`config.mk`:
```
export PLATFORM = sky130hd
export DESIGN_NAME = pll_reconfig_sequencer
export DESIGN_NICKNAME = d
export VERILOG_FILES = /design/src/rtl/pll_reconfig_pkg.sv /design/src/rtl/pll_config_rom.sv /design/src/rtl/pll_reconfig_sequencer.sv
export SDC_FILE = /design/constraint.sdc
export NUM_CORES = 1
export LEC_CHECK = 0
export CORE_AREA = 2 2 69 103
export DETAILED_ROUTE_END_ITERATION = 7
export DIE_AREA = 0 0 71 105
export PLACE_DENSITY = 0.82
export SYNTH_ARGS = -nofsm -noshare
export SYNTH_HDL_FRONTEND = slang
export SYNTH_SLANG_ARGS = --single-unit
```
`constraint.sdc`:
```
create_clock -name clock -period 2.33 [get_ports clock]
set_input_delay 0.466 -clock clock [delete_from_list [all_inputs] [get_ports clock]]
set_output_delay 0.466 -clock clock [all_outputs]
set_load 0.05 [all_outputs]
```
`src/rtl/pll_reconfig_pkg.sv`:
```
// pll_reconfig_pkg: shared constants, sequencer states and code-to-image mapping
package pll_reconfig_pkg;

    localparam int CHAIN_LEN_DEF = 144;
    localparam int IMAGE_LEN     = 144;
    localparam int IDX_W         = 3;

    localparam logic [IDX_W-1:0] IMG_148M5 = 3'd0;
    localparam logic [IDX_W-1:0] IMG_108M  = 3'd1;
    localparam logic [IDX_W-1:0] IMG_27M   = 3'd2;
    localparam logic [IDX_W-1:0] IMG_25M2  = 3'd3;
    localparam logic [IDX_W-1:0] IMG_144M  = 3'd4;

    typedef enum logic [2:0] {
        S_IDLE,
        S_LOAD,
        S_STREAM,
        S_TRIG,
        S_WAIT_BUSY,
        S_WAIT_LOCK,
        S_DONE
    } state_t;

    function automatic logic [IDX_W-1:0] sel_to_index(input logic [31:0] code);
        return code == 32'h00 ? IMG_148M5 :
               code == 32'h10 ? IMG_144M :
               code == 32'h01 || code == 32'h11 ? IMG_108M :
               code == 32'h03 || code == 32'h13 ? IMG_25M2 :
               IMG_27M;
    endfunction

endpackage

```
`src/rtl/pll_config_rom.sv`:
```
// pll_config_rom: per-frequency PLL scan-chain images with a one-clock registered bit read
module pll_config_rom
    import pll_reconfig_pkg::*;
#(
    parameter int NUM_CONFIGS = 8,
    parameter int CHAIN_LEN   = CHAIN_LEN_DEF,
    parameter int ADDR_W      = 8
) (
    input  logic              clock,
    input  logic              reset,
    input  logic [IDX_W-1:0]  index,
    input  logic [ADDR_W-1:0] address,
    output logic              q
);

    localparam int BW = $clog2(IMAGE_LEN);

    localparam logic [IMAGE_LEN-1:0] BITS_148M5 = 144'h9A3C_0F12_7E5D_C4B1_2233_8001_F00D_6A5B_13C7;
    localparam logic [IMAGE_LEN-1:0] BITS_108M  = 144'h5B21_E0F3_4C8A_9D67_0110_7FFE_2B4C_D3E5_0A91;
    localparam logic [IMAGE_LEN-1:0] BITS_27M   = 144'h1284_6E0B_F5A3_C90D_7722_0044_8C1E_B6D9_35F0;
    localparam logic [IMAGE_LEN-1:0] BITS_25M2  = 144'h3F7A_0C95_D2E1_486B_A0C3_1FF0_5E29_870B_C64D;
    localparam logic [IMAGE_LEN-1:0] BITS_144M  = 144'hE416_B8D0_2C7F_5A93_061D_F2A8_4B35_9CE7_10A2;

    logic [IMAGE_LEN-1:0] image;
    logic                 in_range;

    // pick the image for this index; unpopulated slots fall back to 27 MHz
    always_comb begin
        image = int'(index) >= NUM_CONFIGS ? BITS_27M :
                index == IMG_148M5 ? BITS_148M5 :
                index == IMG_108M  ? BITS_108M :
                index == IMG_25M2  ? BITS_25M2 :
                index == IMG_144M  ? BITS_144M :
                BITS_27M;
        in_range = int'(address) < CHAIN_LEN && int'(address) < IMAGE_LEN;
    end

    // registered read; addresses past the chain end return 0
    always_ff @(posedge clock) begin
        if (reset) q <= 1'b0;
        else q <= in_range & image[BW'(address)];
    end

endmodule

```
`src/rtl/pll_reconfig_sequencer.sv`:
```
// pll_reconfig_sequencer: drives a full altpll_reconfig scan-chain update whenever the requested code changes
module pll_reconfig_sequencer
    import pll_reconfig_pkg::*;
#(
    parameter int NUM_CONFIGS  = 8,
    parameter int CHAIN_LEN    = CHAIN_LEN_DEF,
    parameter int SEL_W        = 7,
    parameter int ADDR_W       = 8,
    parameter int LOCK_TIMEOUT = 65535
) (
    input  logic              clock,
    input  logic              reset,
    input  logic [SEL_W-1:0]  cfg_sel,
    input  logic [ADDR_W-1:0] rom_address,
    input  logic              rom_read,
    output logic              rom_q,
    output logic              write_from_rom,
    output logic              reconfig,
    input  logic              reconf_busy,
    input  logic              pll_locked,
    output logic [SEL_W-1:0]  active_sel,
    output logic              seq_busy,
    output logic              done,
    output logic              lock_error
);

    localparam int TW = $clog2(LOCK_TIMEOUT + 4);
    localparam logic [TW-1:0] TRIG_LAST  = TW'(2);
    localparam logic [TW-1:0] TIMER_LAST = TW'(LOCK_TIMEOUT - 1);

    state_t             state, state_nxt;
    logic [SEL_W-1:0]   req_sel, req_sel_nxt;
    logic [TW-1:0]      timer, timer_nxt;
    logic               seen, seen_nxt;
    logic               lock_error_nxt;
    logic               applied_valid;
    logic               request, expired, rom_bit;

    pll_config_rom #(
        .NUM_CONFIGS (NUM_CONFIGS),
        .CHAIN_LEN   (CHAIN_LEN),
        .ADDR_W      (ADDR_W)
    ) u_rom (
        .clock   (clock),
        .reset   (reset),
        .index   (sel_to_index(32'(req_sel))),
        .address (rom_address),
        .q       (rom_bit)
    );

    assign request        = state == S_IDLE && (!applied_valid || cfg_sel != active_sel) && !reconf_busy;
    assign expired        = timer == TIMER_LAST;
    assign write_from_rom = state == S_LOAD;
    assign reconfig       = state == S_TRIG && timer == TRIG_LAST;
    assign seq_busy       = state != S_IDLE;
    assign done           = state == S_DONE;

    // next state; 'seen' tracks rom_read high in STREAM and reconf_busy high in WAIT_BUSY
    always_comb begin
        state_nxt      = state;
        req_sel_nxt    = req_sel;
        timer_nxt      = timer + 1'b1;
        seen_nxt       = seen;
        lock_error_nxt = lock_error;
        case (state)
            S_IDLE: begin
                seen_nxt  = 1'b0;
                timer_nxt = '0;
                if (request) begin
                    req_sel_nxt = cfg_sel;
                    state_nxt   = S_LOAD;
                end
            end
            S_LOAD: begin
                seen_nxt  = rom_read;
                timer_nxt = '0;
                state_nxt = S_STREAM;
            end
            S_STREAM: begin
                seen_nxt = seen | rom_read;
                if (seen && !rom_read) begin
                    timer_nxt = '0;
                    state_nxt = S_TRIG;
                end else if (expired) begin
                    lock_error_nxt = 1'b1;
                    state_nxt      = S_DONE;
                end
            end
            S_TRIG: begin
                if (timer == TRIG_LAST) begin
                    timer_nxt = '0;
                    seen_nxt  = 1'b0;
                    state_nxt = S_WAIT_BUSY;
                end
            end
            S_WAIT_BUSY: begin
                seen_nxt = seen | reconf_busy;
                if (seen && !reconf_busy) begin
                    timer_nxt = '0;
                    state_nxt = S_WAIT_LOCK;
                end else if (expired) begin
                    lock_error_nxt = 1'b1;
                    state_nxt      = S_DONE;
                end
            end
            S_WAIT_LOCK: begin
                if (pll_locked) begin
                    lock_error_nxt = 1'b0;
                    state_nxt      = S_DONE;
                end else if (expired) begin
                    lock_error_nxt = 1'b1;
                    state_nxt      = S_DONE;
                end
            end
            S_DONE: state_nxt = S_IDLE;
            default: state_nxt = S_IDLE;
        endcase
    end

    // state, timer and result registers plus the second rom_q stage
    always_ff @(posedge clock) begin
        if (reset) begin
            state         <= S_IDLE;
            req_sel       <= '0;
            timer         <= '0;
            seen          <= 1'b0;
            lock_error    <= 1'b0;
            active_sel    <= '0;
            applied_valid <= 1'b0;
            rom_q         <= 1'b0;
        end else begin
            state      <= state_nxt;
            req_sel    <= req_sel_nxt;
            timer      <= timer_nxt;
            seen       <= seen_nxt;
            lock_error <= lock_error_nxt;
            rom_q      <= rom_bit;
            if (state == S_DONE) begin
                active_sel    <= req_sel;
                applied_valid <= 1'b1;
            end
        end
    end

endmodule
```
# --- After elaboration in Yosys (flattened, before gate mapping) ---
# Cells that the tools add are included.
word_totals:
  regBits: 39
  output_inout_bits: 13
op_classes:
  reduce_logical: 22
  n_lt_le_gt_ge: 2
  bitwise: 3
  add_sub_neg: 1
  mux: 28
  eq_ne: 21
op_table:
  columns: ["op", "count"]
  rows:
  - ["$mux W144", 4]
  - ["$pmux W17 S4", 1]
  - ["$mux W17", 3]
  - ["$mux W3", 8]
  - ["$eq A7 B5 Y1 const B", 3]
  - ["$pmux W3 S6", 1]
  - ["$add A17 B1 Y17 const B", 1]
  - ["$eq A17 B16 Y1 const B", 1]
  - ["$eq A17 B2 Y1 const B", 1]
  - ["$eq A3 B3 Y1 const B", 4]
  - ["$eq A3 B2 Y1 const B", 3]
  - ["$lt A8 B9 Y1 const B", 1]
  - ["$bmux W1 S8", 1]
  - ["$lt A8 B8 Y1 const B", 1]
  - ["$eq A7 B1 Y1 const B", 1]
  - ["$eq A7 B2 Y1 const B", 1]
  - ["$logic_not A7 Y1", 1]
  - ["$mux W1", 7]
  - ["$ne A7 B7 Y1", 1]
  - ["$eq A3 B1 Y1 const B", 2]
  - ["$logic_not A3 Y1", 2]
  - ["$ne A2 B2 Y1 const B", 3]
  - ["$reduce_and A2 Y1", 3]
  - ["$reduce_bool A3 Y1", 2]
  - ["other kinds (12)", 21]

# --- Depth between registers and ports, before layout ---
# Gate-level depths: netlist of the first run.
depth:
  word_depth: 14
  depth_mapped: 10
  depth_no_buf: 8

# --- Hierarchy ---
# A second synthesis of the first run with hierarchy kept.
unflattened:
  cells_unflattened: 462
  hier_area_um2: 3331.9
by_module_without_submodules:
  columns: ["mod", "seq_area_each_um2", "cells_each", "area_per_inst_um2", "instances"]
  rows:
  - ["pll_reconfig_sequencer", 760.7, 207, 1790.5, 1]
  - ["pll_config_rom", 20.0, 255, 1541.5, 1]

# --- Worst setup path before layout of the first run ---
# OpenSTA, ideal clock, no wires.
synth_timing:
  path_type: "reg2reg"
  start: "reg req_sel[2]"
  end: "reg u_rom.q"
  arrival_ps: 2067
  slack_ps: 119
  t_required_ps: 2185
  synth_period_minus_slack_ps: 2211
  path_stages_with_launch: 11
  cell_sequence: "dfxtp_1 or4_1 buf_6 buf_6 buf_6 a21oi_4 o21ai_2 a211oi_2 o211ai_1 a221oi_2 a41oi_1"
synth_via:
  elab_chain_cells: 14
  word_cells_on_any_way: 23
  cone_classes: "eq/ne: 8; mux: 10; bitwise: 1; reduce/logical: 4"
synth_rtl:
  columns: ["item", "line_no", "text"]
  rows:
  - ["from (decl)", "pll_reconfig_sequencer.sv:32", "logic [SEL_W-1:0] req_sel, req_sel_nxt;"]
  - ["from (signal assigned)", "pll_reconfig_sequencer.sv:133", "req_sel <= req_sel_nxt;"]
  - ["$eq A7 B2 Y1 / $eq A7 B5 Y1 (equally long branches)", "pll_reconfig_pkg.sv:28", "code == 32'h03 || code == 32'h13 ? IMG_25M2 :"]
  - ["$logic_or A1 B1 Y1", "pll_reconfig_pkg.sv:28", null]
  - ["$mux W1", "pll_reconfig_pkg.sv:28", null]
  - ["$mux W2", "pll_reconfig_pkg.sv:27", "code == 32'h01 || code == 32'h11 ? IMG_108M :"]
  - ["$mux W3", "pll_reconfig_pkg.sv:26", "code == 32'h10 ? IMG_144M :"]
  - ["$mux W3 (*)", "pll_reconfig_pkg.sv:25", "return code == 32'h00 ? IMG_148M5 :"]
  - ["$eq A3 B3 Y1", "pll_config_rom.sv:33", "index == IMG_144M ? BITS_144M :"]
  - ["$mux W144", "pll_config_rom.sv:33", null]
  - ["$mux W144", "pll_config_rom.sv:32", "index == IMG_25M2 ? BITS_25M2 :"]
  - ["$mux W144", "pll_config_rom.sv:31", "index == IMG_108M ? BITS_108M :"]
  - ["$mux W144 (*)", "pll_config_rom.sv:30", "index == IMG_148M5 ? BITS_148M5 :"]
  - ["$bmux W1 S8 (*)", "pll_config_rom.sv:41", "else q <= in_range & image[BW'(address)];"]
  - ["$mux W1 (implied by the code) (*)", "pll_config_rom.sv:41", null]
  - ["$and A1 B1 Y1 (*)", "pll_config_rom.sv:41", null]
  - ["to (signal assigned)", "pll_config_rom.sv:41", null]
  - ["to (decl)", "pll_config_rom.sv:13", "output logic q"]
# Every way passes the cells marked *; elsewhere a longest branch is shown, timed or not. The select of a mux whose other input is x is not followed.
# A chain may end at the register's enable or synchronous reset.

# --- Worst setup path in the final report of the first run ---
# Same ends and word-level chain as after synthesis.

==> flow_summary.json, run 1 <==
{
  "status": "finished with violations",
  "violations": "negative setup slack",
  "clkPwrFrac": 0.172,
  "drc": 0,
  "p_per_area_mw_per_mm2": 765,
  "drtIter0Drc": 533,
  "synth-seq-cells": 39,
  "syn_area_sq_mm": 0.00333,
  "path_class": "reg -> reg",
  "final_cell_mix": "buf_4 (81), nor2_1 (57), nand2_1 (50)",
  "synth_fp_nets": 493,
  "start_util": 0.510,
  "hold_buffers": 0,
  "p_int_w": 0.00191,
  "clock-root-buffer": "clkbuf_8",
  "max_freq_mhz": 428,
  "ir_worst_vdd_mv": 0.959,
  "stdcell_area_sq_mm": 0.00444,
  "pwr-share-seq": 0.250,
  "cts-buffers-inserted": 5,
  "coreArea_sq_mm": 0.00653,
  "p_sw_w": 0.00148,
  "grt_max_degree": 22,
  "skew_ns": 0.00552,
  "numPortBuffers": 32,
  "cp-start-kind": "flip-flop",
  "ys_types": 66,
  "post_drt_via_cell_ratio": 6.52,
  "rsz0062_at_grt": "yes",
  "ys_seq_area_frac": 0.235,
  "crit_family": "simple AND/OR/NAND/NOR gates",
  "finish.net_count": 578,
  "clk_pin_slew_ns": 0.08,
  "clock_latency_ns": 0.29,
  "die_y_um": 105,
  "yosys_warnings": 0,
  "dp.cells": 625,
  "routed_wl_mm": 12.5,
  "critPathMaxStageDelay_ns": 0.58,
  "finalCriticalPeriod_ns": 2.34,
  "slew_headroom": 0.562,
  "avgSynthCellArea_sq_um": 7.07,
  "place_area_sq_mm": 0.00423,
  "hold_slack_ns": 0.491,
  "antenna_cells": 0,
  "dieWidth_um": 71,
  "wl_per_cell_um": 19.8,
  "gp_congestion": 1.04,
  "htreeDepth": 2,
  "antenna_found_initial": 0,
  "pin_count": 33,
  "timing_hold_violations_final": 0,
  "dieArea_sq_mm": 0.00746,
  "rows": 36,
  "cts_tree": "built",
  "p_comb_frac": 0.578,
  "ys_async_sr_fraction": 0,
  "worst_pin_slew_ns": 0.650,
  "grt_pass1_vias": 3978,
  "synthFlopType": "dfxtp_1",
  "drive_above_1_share": 0.226,
  "holdCritPathClass": "reg -> reg",
  "path_buf_inv": 0,
  "max-clock-path-buffers": 2,
  "setup_tns_ns": -0.00916,
  "synth_cells": 471,
  "postRouteAntennaNets": 0,
  "syn2layout_area_growth_pct": 33.3,
  "swShare": 0.438,
  "drtPass1Iterations": 8,
  "grt_pass1_wl_mm": 20.2,
  "crit_slowest_cell": "or4_4",
  "crit_fanout": 3,
  "end_kind": "flip-flop",
  "dp_hpwl_mm": 9.62,
  "setup_viol": 1,
  "synth_edf_count": 0,
  "power_leakage_nw": 1.68,
  "clock-sinks": 39,
  "fin_ws_ns": -0.00916,
  "cp_cell_sequence": "or4_4, nor3_4, nor3_1, a221oi_1, o211ai_1, a221oi_2, a41oi_1",
  "fin_crit_sh": 1.00,
  "track_usage": 0.341,
  "stdcell_count": 633,
  "layout_commonest_cell": "buf_4",
  "cts_setup_buffers": 0,
  "maxSlewViolCount": 0,
  "max-cap-violations": 0,
  "required_ns": 2.48,
  "vias": 4128,
  "grt_overflow_total": 0,
  "cp.arrival_ns": 2.49
}
## metrics by stage
step | setup WS [ns] | total power [W] | util
6_report | -0.00916 | 0.00339 | 0.679
5_1_grt | -0.0650 | 0.00356 | 0.679
4_1_cts | 0.00376 | 0.00331 | 0.670
3_5_place_dp | -0.393 | 0.00269 | 0.648
3_3_place_gp | -0.428 | 0.00268 | 0.648
2_1_floorplan | 0.119 | 0.00197 | -
## final timing paths
kind	start	endpoint	slack [ns]	depth (start not counted)
hold reg to reg	u_rom.q	rom_q	0.49	1
setup reg to reg	req_sel[2]	u_rom.q	-0.009	7
hold / removal	u_rom.q	rom_q	0.49	1
setup / recovery	req_sel[2]	u_rom.q	-0.009	7
## flip-flops by register name, indices dropped and copies added, names as in the netlist
signal	count
active_sel	7
u_rom.q	1
timer	17
lock_error	1
rom_q	1
seen	1
req_sel	7
state	3
applied_valid	1
## synth_stat cells (all sizes together) (3+ instances only)
master	n	area [sq um]
o31a	3	26.3
or3	3	18.8
a22oi	5	37.5
nand4	6	37.5
nor3	18	101
a31oi	12	75.1
clkinv	3	11.3
o211ai	4	30.0
nand2b	12	75.1
o311ai	3	26.3
xor2	12	105
a21o	3	22.5
a21oi	39	206
a311oi	3	26.3
o221ai	9	78.8
nand2	53	199
o22ai	4	25.0
nor2b	6	37.5
o21ai	28	148
xnor2	13	114
nor4	5	46.3
o32ai	4	35.0
and3	3	18.8
o21a	4	30.0
nor2	60	225
buf	17	100
inv	10	37.5
a211oi	4	35.0
o32a	3	30.0
mux2i	7	70.1
nand3	13	65.1
dfxtp	39	781
clkbuf	23	86.3
a221oi	6	65.1
## repair_timing
item | CTS | global route
setup endpoints to repair | 1 | 2
pin swaps | 3 | 4
endpoints found under the hold margin | 0 | 0
resized for setup | 9 | 19
## area by class of cell
type	count	area, sq um
fill	561	2100
clock buffer	6	82.6
sequential	39	783
tap	76	95.1
clock inverter	2	35.0
multi-input combinational	379	2370
timing repair buffer	118	1020
inverter	13	52.6
## power by group through the flow
stage / logic [W] / clock network, W / registers (W)
final: 0.00196 / 0.000584 / 0.000846
after global routing: 0.00209 / 0.000614 / 0.000855
after CTS: 0.00188 / 0.000585 / 0.000837
after detailed placement: 0.00184 / 0 / 0.000850
after global placement: 0.00184 / 0 / 0.000845
after floorplan: 0.00118 / 0 / 0.000785
## worst register-to-register path: cells and delay by family (launching register included)
kind | cells | cell delay (ns)
AOI/OAI and AO/OA | 4 | 0.90
DFF | 1 | 0.32
and+or+nand+nor | 3 | 0.98
## cells by family (layout without fill, tap and decap cells)
group,Yosys count,after routing,synth area share
AOI/OAI and AO/OA,157,157,0.332
adders and majority gates,2,2,0.00752
and+or+nand+nor,187,187,0.265
xor gates and xnor gates,25,25,0.0658
DFF,39,39,0.235
buffers and inverters,53,139,0.0707
muxes,8,8,0.0244
## per-layer routing
layer	wire, um	up-vias	GRT usage
met5	0	-	0
met4	1020	0	0.218
met3	867	76	0.0492
met2	6220	228	0.597
met1	4420	1918	0.374
li1	-	1906	-
(Power assumes the default switching activity.)
==> inputs of run 2 (changes only) <==
Settings changed: CORE_AREA 2 2 69 103 to 2 2 70 105, DIE_AREA 0 0 71 105 to 0 0 72 107, PLACE_DENSITY 0.82 to 0.77.
Clock period 2.33 ns to 2.85 ns, I/O delays scaled along.
==> flow_summary.json, run 2 (synthesis results as in run 1) <==
{
  "r2r_cells": 8,
  "hold_buffers": 0,
  "antenna_found_initial": 0,
  "reg2reg_to": "u_rom.q",
  "max-cap-violations": 0,
  "worst_pin_slew_ns": 0.820,
  "die_y_um": 107,
  "clock-sinks": 39,
  "power_leakage_nw": 1.46,
  "max-clock-path-buffers": 2,
  "ff2ff_setup_slack_ns": 0.23,
  "grt_pass1_wl_mm": 19.2,
  "dp_hpwl_mm": 8.78,
  "whs_path_depth": 1,
  "pin_count": 33,
  "ir_worst_vdd_mv": 0.617,
  "grt_pass1_vias": 3853,
  "clock-root-buffer": "clkbuf_8",
  "regMostFlops": "timer",
  "drtIter0Drc": 485,
  "reg_top3": "timer: 17 flops, active_sel: 7 flops, req_sel: 7 flops",
  "dieWidth_um": 72,
  "dieArea_sq_mm": 0.00770,
  "hp-start": "u_rom.q",
  "finish.net_count": 541,
  "htreeDepth": 2,
  "coreArea_sq_mm": 0.00681,
  "clock_latency_ns": 0.29,
  "numPortBuffers": 32,
  "r2r_start": "req_sel[2]",
  "crit_start": "state[0]",
  "slew_headroom": 0.452,
  "p_per_area_mw_per_mm2": 621,
  "grt_overflow_total": 0,
  "skew_ns": 0.00265,
  "largest_reg_flops": 17,
  "final_cell_mix": "nor2_1 (60), nand2_1 (53), buf_4 (49)",
  "crit_fanout": 13,
  "track_usage": 0.317,
  "fin_crit_sh": 0.930,
  "cts_tree": "built",
  "end_kind": "output pin",
  "stdcell_count": 598,
  "wl_per_cell_um": 19.8,
  "post_drt_via_cell_ratio": 6.60,
  "path_class": "reg -> out",
  "layout_commonest_cell": "nor2_1",
  "start_util": 0.489,
  "maxSlewViolCount": 0,
  "drive_above_1_share": 0.133,
  "clk_pin_slew_ns": 0.07,
  "dp.cells": 590,
  "drc": 0,
  "holdCritPathClass": "reg -> reg",
  "fin_util": 0.596,
  "rows": 37,
  "cts-buffers-inserted": 5,
  "grt_max_degree": 28,
  "p_total_w": 0.00252,
  "vias": 3944,
  "postRouteAntennaNets": 0,
  "max_freq_mhz": 377,
  "hold_end": "rom_q",
  "setup_tns_ns": 0,
  "antenna_cells": 0,
  "drtPass1Iterations": 5,
  "routed_wl_mm": 11.8,
  "finalCriticalPeriod_ns": 2.65,
  "syn2layout_area_growth_pct": 21.8,
  "timing_hold_violations_final": 0,
  "setup_viol": 0,
  "cp.arrival_ns": 2.08,
  "status": "finished, final reports clean",
  "cp-start-kind": "flip-flop",
  "rsz0062_at_grt": "no",
  "required_ns": 2.28,
  "gp_congestion": 0.958
}
## run 2: cell types whose count changed in the layout (fill, tap and decap cells not counted), sizes merged
cell,delta
buf,-40
clkdlybuf4s50,+4
clkinv,+1
clkinvlp,-1
dlymetal6s2s,-1
## run 2: cell type report
class,count,area (sq um)
fillers,643,2750
multi-input cells,379,2310
flip-flops and latches,39,781
repair buffers,81,698
well taps,78,97.6
clock buffers,6,82.6
inverters,13,48.8
clock inverters,2,35.0
## run 2: per-stage QoR
stage	setup slack, ns	area (sq um)	hold WS (ns)
final	0.201	4060	0.474
after floorplan	0.575	3330	0.414
after CTS	0.212	4060	0.490
after detailed placement	0.0360	3940	0.481
after global placement	0.0462	3940	0.450
after global routing	0.0558	4060	0.507
## run 2: repair_timing
item | in CTS | in global routing
buffers inserted | 0 | 0
gates resized for setup | 0 | 1
endpoints found under the setup margin | 0 | 1
## run 2: worst max path at each step
stage,end,slack (ns),cells after the start
2_1_floorplan,u_rom.q,0.58,9
3_3_place_gp,u_rom.q,0.05,10
3_5_place_dp,u_rom.q,0.04,10
4_1_cts,write_from_rom,0.21,3
5_1_grt,u_rom.q,0.06,8
6_report,write_from_rom,0.20,3
## run 2: power by group
group	switching (W)	leakage, nW	internal [W]
combinational	0.000825	1.09	0.000519
sequential	0.000115	0.316	0.000589
clock	0.000187	0.0612	0.000283
## run 2: layer usage
| metal | routed length (um) | vias to the layer above | global-route usage | part of all wire |
|---|---|---|---|---|
| met5 | 0 | - | 0 | 0 |
| met4 | 825 | 0 | 0.208 | 0.070 |
| met3 | 615 | 69 | 0.0367 | 0.052 |
| met2 | 6010 | 212 | 0.562 | 0.51 |
| met1 | 4390 | 1828 | 0.348 | 0.37 |
| li1 | - | 1835 | - | - |
## run 2: worst max-delay path: stages (launching register included)
cell and delay [ns]:
dfxtp_1 0.60, inv_1 0.16, nor3_1 0.20, clkdlybuf4s50_1 0.83
==> inputs of run 3 (changes only) <==
Settings changed: CORE_AREA 2 2 70 105 to 2 2 69 103, DIE_AREA 0 0 72 107 to 0 0 71 105, GPL_ROUTABILITY_DRIVEN from default to 0, PLACE_DENSITY 0.77 to 0.82.
Clock period 2.85 ns to 2.15 ns, I/O delays scaled along.
==> flow_summary.json, run 3 (synthesis results as in run 1) <==
{
  "setup_viol": 1,
  "final_cell_mix": "buf_4 (74), nor2_1 (58), nand2_1 (53)",
  "antenna_found_initial": 0,
  "cts_tree": "built",
  "fin_ws_ns": -0.222,
  "regMostFlops": "timer",
  "cp-endpoint": "u_rom.q",
  "path_class": "reg -> reg",
  "wl_per_cell_um": 19.2,
  "p_total_w": 0.00370,
  "dieWidth_um": 71,
  "max-clock-path-buffers": 2,
  "multi_input_area_sq_mm": 0.00237,
  "grt_max_degree": 28,
  "crit_slowest_cell": "or4_4",
  "skew_ns": 0.00907,
  "p_per_area_mw_per_mm2": 840,
  "cp_common_cell": "a221oi_2",
  "grt_pass1_wl_mm": 19.9,
  "required_ns": 2.31,
  "pin_count": 33,
  "clock-root-buffer": "clkbuf_8",
  "grt_overflow_total": 0,
  "cp.arrival_ns": 2.53,
  "reg2reg_to": "u_rom.q",
  "worst_pin_slew_ns": 0.503,
  "status": "finished with violations",
  "fin_util": 0.674,
  "max-cap-violations": 0,
  "end_kind": "flip-flop",
  "drtIter0Drc": 682,
  "dp_hpwl_mm": 8.50,
  "antenna_cells": 0,
  "rsz0062_at_grt": "yes",
  "drtPass1Iterations": 8,
  "finalCriticalPeriod_ns": 2.37,
  "rows": 36,
  "max_freq_mhz": 422,
  "grt_pass1_vias": 4102,
  "routed_wl_mm": 12.0,
  "regArea_sq_um": 786,
  "crit_fanout": 5,
  "dieArea_sq_mm": 0.00746,
  "drive_above_1_share": 0.215,
  "cp-start-kind": "flip-flop",
  "clock_latency_ns": 0.29,
  "die_y_um": 105,
  "maxSlewViolCount": 0,
  "critPathMaxStageDelay_ns": 0.60,
  "r2r_start": "req_sel[2]",
  "crit_family": "simple AND/OR/NAND/NOR gates",
  "track_usage": 0.326,
  "clock-sinks": 39,
  "post_drt_via_cell_ratio": 6.79,
  "power_leakage_nw": 1.65,
  "slew_headroom": 0.664,
  "syn2layout_area_growth_pct": 32.3,
  "crit_start": "req_sel[2]",
  "drc": 1,
  "fin_crit_sh": 1.10,
  "fillers": 519,
  "start_util": 0.510,
  "place_ws_ns": -0.380,
  "cp_cell_sequence": "or4_4, nor3_4, buf_6, nor3_2, a221oi_2, o211ai_1, a221oi_2, a41oi_1",
  "finish.net_count": 570,
  "clk_pin_slew_ns": 0.08,
  "path_depth": 8,
  "ir_worst_vdd_mv": 0.727,
  "holdCritPathClass": "reg -> reg",
  "timing_hold_violations_final": 0,
  "path_buf_inv": 1,
  "vias": 4246,
  "ff2ff_setup_slack_ns": -0.22,
  "postRouteAntennaNets": 0,
  "cts-buffers-inserted": 5,
  "reg_top3": "timer: 17 flops, active_sel: 7 flops, req_sel: 7 flops",
  "r2r_cells": 8,
  "largest_reg_flops": 17,
  "numPortBuffers": 32,
  "violations": "design-rule violations, negative setup slack",
  "coreArea_sq_mm": 0.00653,
  "layout_commonest_cell": "buf_4",
  "htreeDepth": 2
}
## run 3: cell types whose count changed in the layout (fill, tap and decap cells not counted), moves of 3 or more
cell | before | now
clkdlybuf4s50_1 | 31 | 28
o21ai_0 | 24 | 21
buf_4 | 49 | 74
dfxtp_2 | 0 | 4
buf_12 | 1 | 7
dfxtp_1 | 39 | 35
## run 3: routing by layer
layer,vias to the layer above,part of all wire,track usage
li1,1885,-,-
met1,1929,0.34,0.377
met2,316,0.48,0.562
met3,116,0.094,0.0415
met4,0,0.083,0.193
met5,-,0,0
## run 3: layout make-up
| class | count | share of cell area |
|---|---|---|
| flip-flops and latches | 39 | 0.178 |
| repair buffers | 110 | 0.224 |
| clock inverters | 2 | 0.00796 |
| inverters | 13 | 0.0111 |
| multi-input cells | 379 | 0.538 |
| well taps | 76 | 0.0216 |
| clock buffers | 6 | 0.0188 |
## run 3: metrics by stage
step	cell area, sq um	hold slack, ns	instances	setup TNS (ns)
5_1_grt	4400	0.507	625	-0.337
3_3_place_gp	4210	0.463	615	-0.332
3_5_place_dp	4210	0.466	615	-0.380
6_report	4400	0.467	625	-0.222
4_1_cts	4360	0.471	624	-0.262
2_1_floorplan	3330	0.414	471	-0.0593
## run 3: report_power, final
group          internal [W]  total (W)  leakage, nW  switching, W
registers          0.000783   0.000886        0.318      0.000103
clock network      0.000376   0.000631       0.0612      0.000256
logic              0.000932    0.00218         1.27       0.00125
total               0.00209    0.00370         1.65       0.00161
## run 3: worst min path at each step
stage | slack [ns] | start | cells after the start | to
after floorplan | 0.41 | u_rom.q | 1 | rom_q
final | 0.47 | timer[0] | 1 | timer[0]
after global placement | 0.46 | applied_valid | 2 | applied_valid
after CTS | 0.47 | timer[0] | 1 | timer[0]
after global routing | 0.51 | timer[0] | 1 | timer[0]
after detailed placement | 0.47 | applied_valid | 2 | applied_valid
## run 3: repair_timing
| item | 4_1_cts | 5_1_grt |
|---|---|---|
| gates cloned | 0 | 0 |
| endpoints found under the setup margin | 2 | 2 |
| hold buffers | 0 | 0 |
| gates resized for setup | 12 | 16 |
| buffers inserted | 1 | 2 |
| pin swaps | 7 | 9 |
